File: src/rtl/iomem_timer.sv
// Memory-mapped prescaled 32-bit timer with compare/reload, sticky match flag and level irq.
// Optional PWM output/DUTY register enabled by defining IOMEM_TIMER_PWM_EN.
module iomem_timer #(
    parameter int unsigned PRESCALE_WIDTH = 16,
    parameter logic [31:0] CTRL_RESET     = 32'h0
) (
    input  logic        clk,
    input  logic        rst,
    input  logic        iomem_valid,
    output logic        iomem_ready,
    input  logic [31:0] iomem_addr,
    input  logic [31:0] iomem_wdata,
    input  logic [3:0]  iomem_wstrb,
    output logic [31:0] iomem_rdata,
    output logic        irq,
    output logic        pwm_out
);

    logic                      ready_q, ready_d;
    logic [31:0]               rdata_q, rdata_d;
    logic                      irq_q, irq_d;
    logic [2:0]                ctrl_q, ctrl_d;
    logic [PRESCALE_WIDTH-1:0] prescale_q, prescale_d;
    logic [PRESCALE_WIDTH-1:0] pcnt_q, pcnt_d;
    logic [31:0]               count_q, count_d;
    logic [31:0]               compare_q, compare_d;
    logic                      match_q, match_d;

    logic        acc;
    logic        wr;
    logic        tick;
    logic        match_set;
    logic        match_clr;
    logic [31:0] cur;
    logic [31:0] wr_val;

    // Dummy reduction keeps the undecoded address bits from tripping lint.
    logic unused_addr;
    assign unused_addr = ^{iomem_addr[31:5], iomem_addr[1:0]};

`ifdef IOMEM_TIMER_PWM_EN
    logic [31:0] duty_q, duty_d;
    logic        pwm_q, pwm_d;
`endif

    function automatic logic [31:0] merge_bytes(input logic [31:0] old,
                                                input logic [31:0] wd,
                                                input logic [3:0]  st);
        logic [31:0] res;
        res = old;
        for (int unsigned b = 0; b < 4; b++) begin
            if (st[b]) res[8*b +: 8] = wd[8*b +: 8];
        end
        return res;
    endfunction

    always_comb begin
        case (iomem_addr[4:2])
            3'd0:    cur = {29'b0, ctrl_q};
            3'd1:    cur = 32'(prescale_q);
            3'd2:    cur = count_q;
            3'd3:    cur = compare_q;
            3'd4:    cur = {31'b0, match_q};
`ifdef IOMEM_TIMER_PWM_EN
            3'd5:    cur = duty_q;
`endif
            default: cur = '0;
        endcase
    end

    assign acc    = iomem_valid && !ready_q;
    assign wr     = acc && (iomem_wstrb != 4'b0000);
    assign wr_val = merge_bytes(cur, iomem_wdata, iomem_wstrb);

    always_comb begin
        ready_d    = acc;
        rdata_d    = acc ? cur : rdata_q;
        ctrl_d     = ctrl_q;
        prescale_d = prescale_q;
        pcnt_d     = pcnt_q;
        count_d    = count_q;
        compare_d  = compare_q;
        tick       = 1'b0;
        match_set  = 1'b0;
        match_clr  = 1'b0;

        // Timer evolution first; bus writes below override it where they collide.
        if (ctrl_q[0]) begin
            if (pcnt_q == prescale_q) begin
                tick   = 1'b1;
                pcnt_d = '0;
            end else begin
                pcnt_d = pcnt_q + {{(PRESCALE_WIDTH-1){1'b0}}, 1'b1};
            end
        end

        if (tick) begin
            if (count_q == compare_q) begin
                match_set = 1'b1;
                if (ctrl_q[1]) count_d = '0;
                else           ctrl_d[0] = 1'b0;
            end else begin
                count_d = count_q + 32'd1;
            end
        end

        if (wr) begin
            case (iomem_addr[4:2])
                3'd0: ctrl_d = wr_val[2:0];
                3'd1: begin
                    prescale_d = wr_val[PRESCALE_WIDTH-1:0];
                    pcnt_d     = '0;
                end
                3'd2: begin
                    count_d = wr_val;
                    pcnt_d  = '0;
                end
                3'd3: compare_d = wr_val;
                3'd4: match_clr = iomem_wstrb[0] && iomem_wdata[0];
                default: ;
            endcase
        end

        // A new match in the same cycle as a W1C leaves MATCH set.
        match_d = (match_q && !match_clr) || match_set;
        irq_d   = match_q && ctrl_q[2];
    end

`ifdef IOMEM_TIMER_PWM_EN
    always_comb begin
        duty_d = duty_q;
        if (wr && iomem_addr[4:2] == 3'd5) duty_d = wr_val;
        pwm_d = ctrl_q[0] && (count_q < duty_q);
    end
`endif

    always_ff @(posedge clk or posedge rst) begin
        if (rst) begin
            ready_q    <= 1'b0;
            rdata_q    <= '0;
            irq_q      <= 1'b0;
            ctrl_q     <= CTRL_RESET[2:0];
            prescale_q <= '0;
            pcnt_q     <= '0;
            count_q    <= '0;
            compare_q  <= '1;
            match_q    <= 1'b0;
`ifdef IOMEM_TIMER_PWM_EN
            duty_q     <= '0;
            pwm_q      <= 1'b0;
`endif
        end else begin
            ready_q    <= ready_d;
            rdata_q    <= rdata_d;
            irq_q      <= irq_d;
            ctrl_q     <= ctrl_d;
            prescale_q <= prescale_d;
            pcnt_q     <= pcnt_d;
            count_q    <= count_d;
            compare_q  <= compare_d;
            match_q    <= match_d;
`ifdef IOMEM_TIMER_PWM_EN
            duty_q     <= duty_d;
            pwm_q      <= pwm_d;
`endif
        end
    end

    assign iomem_ready = ready_q;
    assign iomem_rdata = rdata_q;
    assign irq         = irq_q;
`ifdef IOMEM_TIMER_PWM_EN
    assign pwm_out     = pwm_q;
`else
    assign pwm_out     = 1'b0;
`endif

endmodule

File: config.mk
export PLATFORM = sky130hd
export DESIGN_NAME = iomem_timer
export DESIGN_NICKNAME = d
export VERILOG_FILES = /design/src/rtl/iomem_timer.sv
export SDC_FILE = /design/constraint.sdc
export NUM_CORES = 1
export LEC_CHECK = 0
export CORE_MARGIN = 2
export CORE_UTILIZATION = 40
export CTS_BUF_LIST = sky130_fd_sc_hd__clkbuf_4
export DETAILED_ROUTE_END_ITERATION = 10
export PLACE_DENSITY = 0.67
export SLEW_MARGIN = 5
export SYNTH_ARGS = -nofsm -noshare
export SYNTH_HDL_FRONTEND = slang
export SYNTH_SLANG_ARGS = --single-unit
export TNS_END_PERCENT = 5
File: constraint.sdc
create_clock -name clk -period 5.8 [get_ports clk]
set_input_delay 0.58 -clock clk [delete_from_list [all_inputs] [get_ports clk]]
set_output_delay 0.58 -clock clk [all_outputs]
set_load 0.01 [all_outputs]
-- Yosys cells after proc, flatten, opt, wreduce, memory -nomap -nowiden
Cells that the tools add are included.
- eq/ne operators: 6
- multiplexer cells: 25
- reductions and logical operators: 14
- $add $sub $neg: 2
- operator list (operator ; number):
    two-way mux 32 bit ; 5
    case mux 32 bit (5 select lines) ; 1
    two-way mux 16 bit ; 4
    adder 32 x 1 -> 32 bit, second input constant ; 1
    == test 32 bit ; 1
    two-way mux 8 bit ; 4
    adder 16 x 1 -> 16 bit, second input constant ; 1
    == test 16 bit ; 1
    two-way mux 1 bit ; 11
    == test 3 x 2 -> 1 bit, second input constant ; 2
    AND reduction 2 bit ; 3
    logical AND 1 bit ; 5
    nonzero test 4 bit ; 1
    == test 3 x 1 -> 1 bit, second input constant ; 1
    == test 3 bit, second input constant ; 1
    zero test 3 bit ; 1
    zero test 1 bit ; 2
    OR reduction 2 bit ; 1
    logical OR 1 bit ; 1
- bits in registers: 134
- word-level logic and storage cells: 57
- input port bits: 71
- output and inout port bits: 35

-- Depth between registers and ports, before layout
Gate-level depths: netlist of run 1.
- depth after elaboration: 7
- gate-level depth with buffers: 9

-- Worst setup path after synthesis of run 1
Ideal clock, no wire load.
- kind: flip-flop to flip-flop
- start: register count_q[1]
- end: register count_q[24]
- path slack: 3.197 ns
- setup time: 0.147 ns
- cell stages (with the launch flop): 8
- period minus slack after synthesis: 2.603 ns
- arrival: 2.456 ns
- data required time: 5.653 ns
- buffers on the path: 0
- cell sequence: dfrtp_1 > ha_1 > nand4_2 > or4_4 > or4_4 > a2111oi_4 > xnor2_1 > o22ai_2
- longest elaborated chain between the ends: 5
- elaborated cells on any way between the ends: 6
- classes of those cells: add/sub: 1; eq/ne: 1; mux: 4
- RTL lines (what ; line ; text):
    from (decl) ; 25 ; logic [31:0] count_q, count_d;
    from (signal assigned) ; 159 ; count_q <= count_d;
    adder 32 x 1 -> 32 bit or == test 32 bit (tied branches) ; 103, 98 ;
    two-way mux 32 bit * ; 98 ; if (count_q == compare_q) begin
    two-way mux 32 bit * ; 97 ; if (tick) begin
    two-way mux 32 bit ; 108 ; case (iomem_addr[4:2])
    two-way mux 32 bit * ; 107 ; if (wr) begin
    net count_d[24] ; 25 ;
Mark *: on every way through the listed nets, which the timed path passes. The rest lies on a longest branch.
A chain may end at the register's enable or synchronous reset.

-- Final worst setup path of run 1
- start: register count_q[6]
- end: register count_q[31]
The elaborated chain is that of the path after synthesis.

==> flow_summary.ini, run 1 <==
[synthesis]
synth_top_cells_by_count = nand2_1, dfrtp_1, nor2_1, o21ai_0, a21oi_1
synth_sequential_area_ratio = 0.4434
netlist_top_cells_area = dfrtp_1, dfstp_2, nand2_1
synth.most_common_cell = nand2_1
synth_edf_count = 0
synth.cell_area_mm2 = 0.007652
synth-async-reset-ratio = 1.000
synth.net_count = 916
syn_area_per_cell_um2 = 9.078
synthesis.yosys.warnings = 0
dominantRegCellSynth = dfrtp_1
synth_cells = 843
ys_ff_latch = 134
synthDistinctLibCells = 65
synth_area_leader_cell = dfrtp_1
synth.top_cell.area_share = 0.3336

[floorplanning]
die-width_um = 142.3
initial_utilization = 0.4077
rows = 50
fp.dieArea_mm2 = 0.02025
ios = 106
core_region_mm2 = 0.01877
die_h_um = 142.3

[timing]
max_clock_freq_mhz = 266.0
fin_skew_ns = 0.01308
worst-slew-pin-transition_ns = 0.9643
timing_max_transition_violations_final = 0
totalNegativeSetupSlack_ns = 0
slew_headroom = 0.3559
fin_crit_sh = 0.6482
min_period_ns = 3.760
setup_viol = 0
timing.final.hold_violations = 0
grt_setup_unrepaired = no

[clock_network]
clock_insertion_delay_worst_skew_ns = 0.57
cts_hold_buffers = 0
cts.repair.resized = 0
post-cts-setup-buffers = 0
h-tree-depth = 4
root_buffer = clkbuf_4
clock_path_buffers = 2
clk_pin_slew_ns = 0.12
tritoncts_num_sinks = 134
numCtsBuffers = 17
tritoncts_clock_tree = done

[detailed_routing]
wirelength_met1_mm = 10.19
postRouteAntennaNets = 0
first_iter_violations = 700
viasPerCell = 5.864
first_pass_iters = 6
met2RoutedLength_mm = 9.946
route.detailed.wl_per_inst_um = 19.87
route.detailed.drc = 0
met3_length_mm = 1.832
route.final.wire_length_mm = 22.54
vias = 6650
topRoutingLayerUsed = met4

[global_routing]
via_count_of_the_first_global_routing_pass = 6139
grt_pass1_wl_mm = 34.80
grt_use_total = 0.2259
remaining_global_route_overflow = 0
grt_start_max_net_pins = 83
number_of_antenna_violations_at_the_first_check_in_global_routing = 1

[layout]
final.fill_count = 1766
regArea_mm2 = 0.003393
final_layout_size_suffix_gt1_frac = 0.1424
fin_util = 0.4731
instances_no_fill = 1134
multi_input_area_mm2 = 0.003948
final_design_area_no_fill_mm2 = 0.008879
finish.net_count = 959
areaGrowthSynthToFinish_pct = 16.02

[placed_design]
port-buffer-count = 75
place_area_mm2 = 0.008558
hpwl_mm = 15.89
finalWeightedCongestion = 0.9085
placed_cells = 1101

[pwr]
power_per_cell_area_mw_per_mm2 = 301.6
total_leakage_power_nw = 3.569
power.ir.vdd_worst_v = 0.00009577

[critical_path]
arrival_ns = 4.21
cp-start-kind = register
critPathKind = reg2reg
required_ns = 6.25
r2r_cells = 7
endpoint_kind = register
critPathMaxFanout = 21

[worst_hold_path]
min-delay-path-class = in2async

[flow_run]
max_cap_viol_count = 0

[outcome]
result_of_the_run = finished, final reports clean
==> power breakdown <==
| group | internal, mW | switching [mW] | total (mW) | leakage, nW |
|---|---|---|---|---|
| Combinational | 0.308 | 0.345 | 0.652 | 1.80 |
| Clock | 0.342 | 0.362 | 0.703 | 0.153 |
| Sequential | 1.12 | 0.201 | 1.32 | 1.62 |
| Total | 1.77 | 0.907 | 2.68 | 3.57 |
==> path summary, 6_finish.rpt <==
kind | startpoint | to | slack, ns
worst min-delay path | rst | iomem_rdata[3] | 0.48
max in group asynchronous | rst | pcnt_q[0] | 4.15
min in group clk | iomem_rdata[0] | iomem_rdata[0] | 0.49
worst min register to register | iomem_rdata[0] | iomem_rdata[0] | 0.49
worst max-delay path | count_q[6] | count_q[31] | 2.04
worst max register to register | count_q[6] | count_q[31] | 2.04
==> registers in the layout, summed over array words and instances, names as in the netlist <==
register / cells
irq: 1
match_q: 1
iomem_rdata: 32
compare_q: 32
ctrl_q: 3
iomem_ready: 1
count_q: 32
prescale_q: 16
pcnt_q: 16
==> cells in the final DEF, fill, tap and decap left out, drive strengths merged, types with 26 or more instances in the layout <==
| master | n |
|---|---|
| mux2 | 27 |
| xor2 | 26 |
| xnor2 | 40 |
| a21oi | 56 |
| nor2 | 70 |
| nand2 | 119 |
| clkdlybuf4s50 | 75 |
| o21ai | 58 |
| dfstp | 32 |
| dfrtp | 102 |
==> per-layer routing <==
| metal | track usage | vias up |
|---|---|---|
| met3 | 0.05686 | 37 |
| met1 | 0.3197 | 3212 |
| met4 | 0.08181 | 0 |
| met2 | 0.3356 | 303 |
| li1 | - | 3098 |
| met5 | 0 | - |
==> layout make-up <==
class / instances / area share
Inverter: 15 / 0.006905
Multi-Input combinational cell: 628 / 0.4446
Tap cell: 234 / 0.03298
Antenna cell: 1 / 0.0002818
Timing Repair Buffer: 90 / 0.09724
Sequential cell: 134 / 0.3822
Clock inverter: 14 / 0.02057
Clock buffer: 18 / 0.01522
==> cell families (layout without fill, tap and decap cells) <==
group                    Yosys count  in the layout  synth area share
buffers and inverters             81            137           0.04235
AND/OR/NAND/NOR                  300            300            0.1887
adder cells (fa/ha/maj)            2              2          0.003270
multiplexers                      41             41           0.06131
flip-flops                       134            134            0.4434
AO/OA/AOI/OAI                    218            218            0.1849
XOR/XNOR                          66             66           0.07554
other                              1              2         0.0004900
==> metrics by stage <==
| stage | worst slack [ns] | hold slack (ns) | power (mW) |
|---|---|---|---|
| 2_1_floorplan | 1.690 | 0.4587 | 1.722 |
| 3_3_place_gp | 2.171 | 0.4591 | 1.962 |
| 3_5_place_dp | 2.233 | 0.4662 | 1.977 |
| 4_1_cts | 2.171 | 0.4946 | 2.679 |
| 5_1_grt | 1.912 | 0.5119 | 2.815 |
| 6_report | 2.040 | 0.4830 | 2.677 |
==> critical path: stages, from the launching register on <==
cell     delay, ns
dfrtp_1       0.49
xnor2_1       0.35
nand4_1       0.23
nor4_4        0.69
nand2_1       0.71
o31ai_1       0.83
buf_4         0.26
o21ai_0       0.09
No activity file was read; power rests on OpenSTA's default activity.
==> run 2, diff against run 1 <==
Settings changed: PLACE_DENSITY 0.67 to 0.7.
Clock period 5.8 ns to 3.2 ns, I/O delays scaled along.
==> run 2 against run 1 <==
  * Critical endpoint is now count_q[24]
  * Core utilization is 1.6 points higher
  * Via count is 1.7% higher
  * Critical path depth stayed put
  * Global-route usage is 1.2 points higher
  * Largest power group unchanged
==> flow_summary.ini, run 2 (synthesized netlist as in run 1, its figures left out) <==
[outcome]
result_of_the_run = finished, final reports clean

[layout]
final.fill_count = 1767
mostFrequentLayoutCell = nand2_1
instances_no_fill = 1166
areaGrowthSynthToFinish_pct = 20.03
final_cell_mix = nand2_1, dfrtp_1, clkdlybuf4s50_1, nor2_1, o21ai_0
final_layout_size_suffix_gt1_frac = 0.1751
finish.net_count = 991

[clock_network]
cts_hold_buffers = 0
root_buffer = clkbuf_4
tritoncts_clock_tree = done
numCtsBuffers = 17
clock_path_buffers = 2
clock_insertion_delay_worst_skew_ns = 0.58
post-cts-setup-buffers = 0
clk_pin_slew_ns = 0.13
tritoncts_num_sinks = 134
cts.repair.resized = 0
h-tree-depth = 4

[timing]
min_period_ns = 2.899
worst-slew-pin-transition_ns = 0.7127
setup_viol = 0
final.setup.worst_slack_ns = 0.3007
slew_headroom = 0.5240
fin_hold_ws_ns = 0.2982
timing_max_transition_violations_final = 0
totalNegativeSetupSlack_ns = 0
grt_setup_unrepaired = no
max_clock_freq_mhz = 344.9
timing.final.hold_violations = 0
fin_crit_sh = 0.9060
fin_skew_ns = 0.01694

[critical_path]
crit_path_max_incr_delay_ns = 0.59
cp_top_family = simple AND/OR/NAND/NOR gates
endpoint_kind = register
critical_path_buf_inv_count = 0
path_cells = ha_1 -> nand4_2 -> or4_4 -> or4_4 -> a2111oi_4 -> xnor2_1 -> o22ai_2
critPathKind = reg2reg
cp-start-kind = register
regToRegSetupSlack_ns = 0.30
critical-path-top-cell-by-count = or4_4
crit_path_top_delay_cell = or4_4
arrival_ns = 3.35
required_ns = 3.65
critPathMaxFanout = 8

[placed_design]
dpl_worst_slack_ns = 0.3677
hpwl_mm = 17.10
placed_cells = 1133
finalWeightedCongestion = 0.9604
port-buffer-count = 75

[global_routing]
grt_use_total = 0.2375
met3_usage = 0.04172
remaining_global_route_overflow = 0
grt_start_max_net_pins = 135
number_of_antenna_violations_at_the_first_check_in_global_routing = 1
globalRouteMet2Util = 0.3494
via_count_of_the_first_global_routing_pass = 6426
grt_pass1_wl_mm = 36.40
global_route.usage.met1 = 0.3508
top_usage_layer = met1

[floorplanning]
core_region_mm2 = 0.01877
rows = 50
die_h_um = 142.3
initial_utilization = 0.4077
fp.dieArea_mm2 = 0.02025
ios = 106
die-width_um = 142.3

[detailed_routing]
postRouteAntennaNets = 0
route.final.wire_length_mm = 23.28
first_pass_iters = 5
first_iter_violations = 694
vias = 6761
viasPerCell = 5.798
route.detailed.drc = 0
route.detailed.wl_per_inst_um = 19.96

[flow_run]
max_cap_viol_count = 0

[worst_hold_path]
min-delay-path-class = in2async

[pwr]
power.ir.vdd_worst_v = 0.0002272
power_per_cell_area_mw_per_mm2 = 549.0
total_leakage_power_nw = 3.751
## run 2: final timing paths
kind	start	to	cells after the start
max in group asynchronous	rst	count_q[11]	3
worst max-delay path	count_q[0]	count_q[24]	7
min in group clk	iomem_wdata[25]	compare_q[25]	4
worst min-delay path	rst	pcnt_q[10]	3
worst min register to register	iomem_rdata[6]	iomem_rdata[6]	2
worst max register to register	count_q[0]	count_q[24]	7
## run 2: metrics by stage
stage               instance area (µm²)    util  power, mW
floorplan                          7656       -      3.122
finish                             9185  0.4894      5.042
global route                       9185  0.4894      5.295
CTS                                9183  0.4893      5.039
detailed placement                 8822  0.4701      3.630
global placement                   8822  0.4701      3.601
## run 2: metal layers
layer  vias up  wire length, µm
met5         -                0
met4         0              608
met3        42             1689
met2       298            10170
met1      3267            10810
li1       3154                -
## run 2: area by class of cell
class | instances | area [µm²] | area share
clock inverters | 14 | 225.2 | 0.02452
multi-input cells | 628 | 3948 | 0.4298
clock buffers | 18 | 135.1 | 0.01471
inverters | 15 | 60.06 | 0.006539
flip-flops and latches | 134 | 3393 | 0.3694
diodes | 1 | 2.502 | 0.0002724
well taps | 234 | 292.8 | 0.03188
repair buffers | 122 | 1129 | 0.1229
## run 2: power by group
part           internal (mW)  total (mW)  switching (mW)
Clock                  0.715        1.42           0.701
Combinational          0.590        1.24           0.649
Sequential              2.03        2.39           0.356
## run 2: worst reg2reg max path, delay by kind of cell (launching register included)
family                     cells  cell delay, ns
AOI/OAI and AO/OA              2            0.46
and+or+nand+nor                3            1.31
xor gates and xnor gates       1            0.17
adders and majority gates      1            0.27
DFF                            1            0.57
==> run 3, diff against run 2 <==
Settings changed: DONT_BUFFER_PORTS set to 1, PLACE_DENSITY 0.7 to unset, PLACE_DENSITY_LB_ADDON set to 0.3.
==> run 3 against run 2 <==
  * Sequential power about the same
  * Worst hold slack worse by 0.26 ns
  * Combinational power down 14%
  * Highest routed layer unchanged
==> flow_summary.ini, run 3 (synthesized netlist as in run 1, its figures left out) <==
[outcome]
result_of_the_run = finished, final reports clean

[layout]
instances_no_fill = 1100
areaGrowthSynthToFinish_pct = 10.60
mostFrequentLayoutCell = nand2_1
final_cell_mix = nand2_1, dfrtp_1, nor2_1, o21ai_0, a21oi_1
multi_input_area_mm2 = 0.003948
finish.net_count = 925
regArea_mm2 = 0.003393
final.fill_count = 1818
final_layout_size_suffix_gt1_frac = 0.1746

[timing]
timing.final.hold_violations = 0
max_clock_freq_mhz = 347.5
min_period_ns = 2.878
grt_setup_unrepaired = no
setup_viol = 0
fin_skew_ns = 0.02285
fin_hold_ws_ns = 0.03985
slew_headroom = 0.4823
final.setup.worst_slack_ns = 0.3221
fin_crit_sh = 0.8993
totalNegativeSetupSlack_ns = 0
worst-slew-pin-transition_ns = 0.7765
timing_max_transition_violations_final = 0

[critical_path]
required_ns = 3.63
regToRegSetupSlack_ns = 0.32
r2r_cells = 7
critPathMaxFanout = 7
worstReg2RegEnd = count_q[24]
arrival_ns = 3.31
cp-start-kind = register
r2r_start = count_q[1]
endpoint_kind = register
critPathKind = reg2reg

[floorplanning]
die_h_um = 142.3
die-width_um = 142.3
core_region_mm2 = 0.01877
fp.dieArea_mm2 = 0.02025
initial_utilization = 0.4077
rows = 50
ios = 106

[placed_design]
placed_cells = 1048
dpl_worst_slack_ns = 0.3894
hpwl_mm = 16.29
finalWeightedCongestion = 0.9135
port-buffer-count = 0

[detailed_routing]
first_iter_violations = 652
route.detailed.drc = 0
route.detailed.wl_per_inst_um = 20.49
postRouteAntennaNets = 0
route.final.wire_length_mm = 22.54
first_pass_iters = 7
viasPerCell = 5.895
vias = 6484

[pwr]
power.ir.vdd_worst_v = 0.0001669
fin_total_pwr_mw = 4.645
total_leakage_power_nw = 3.469
power_per_cell_area_mw_per_mm2 = 548.8

[worst_hold_path]
hold_depth = 2
min_delay_worst_endpoint = compare_q[28]
holdCritStartpoint = iomem_wdata[28]
min-delay-path-class = in2reg

[clock_network]
tritoncts_num_sinks = 134
cts.repair.resized = 0
clock_path_buffers = 2
numCtsBuffers = 17
h-tree-depth = 4
clock_insertion_delay_worst_skew_ns = 0.56
clk_pin_slew_ns = 0.12
root_buffer = clkbuf_4
tritoncts_clock_tree = done

[global_routing]
number_of_antenna_violations_at_the_first_check_in_global_routing = 1
grt_start_max_net_pins = 92
via_count_of_the_first_global_routing_pass = 6089
grt_pass1_wl_mm = 35.56
grt_use_total = 0.2319
remaining_global_route_overflow = 0

[flow_run]
max_cap_viol_count = 0
==> run 3: layer usage <==
| metal | track usage | vias to the layer above | part of all wire |
|---|---|---|---|
| li1 | - | 3030 | - |
| met1 | 0.3296 | 3140 | 0.45 |
| met2 | 0.3460 | 276 | 0.45 |
| met3 | 0.05384 | 38 | 0.075 |
| met4 | 0.08338 | 0 | 0.029 |
| met5 | 0 | - | 0 |
==> run 3: worst max-delay path by stage <==
stage,startpoint,to,slack [ns],cells after the start
after detailed placement,count_q[1],count_q[24],0.39,7
after CTS,count_q[1],count_q[24],0.36,7
after floorplan,count_q[1],count_q[24],0.60,7
after global routing,count_q[1],count_q[24],0.26,7
final,count_q[1],count_q[24],0.32,7
after global placement,count_q[1],count_q[24],0.40,7
==> run 3: report_power, final <==
| part | switching, mW | internal (mW) |
|---|---|---|
| Clock | 0.688 | 0.480 |
| Sequential | 0.378 | 2.03 |
| Combinational | 0.590 | 0.476 |
==> run 3: final cells by class <==
cell class	instances	area share
Multi-Input combinational cell	628	0.4664
Sequential cell	134	0.4009
Timing Repair Buffer	56	0.05677
Tap cell	234	0.03459
Clock inverter	14	0.01789
Clock buffer	18	0.01597
Inverter	15	0.007096
Antenna cell	1	0.0002957
==> run 3: critical path, cell delays in order, from the launching register on <==
cell,delay [ns]
dfrtp_1,0.51
ha_1,0.26
nand4_2,0.21
or4_4,0.61
or4_4,0.56
a2111oi_4,0.34
xnor2_1,0.17
o22ai_2,0.10
==> run 3: what timing repair did <==
action	4_1_cts	5_1_grt
buffers inserted	0	0
endpoints found under the hold margin	61	0
hold buffers	19	0
==> run 3: per-stage QoR <==
stage               instance area (µm²)    util
finish                             8463  0.4509
global route                       8463  0.4509
CTS                                8461  0.4508
detailed placement                 7984  0.4254
global placement                   7984  0.4254
floorplan                          7656       -
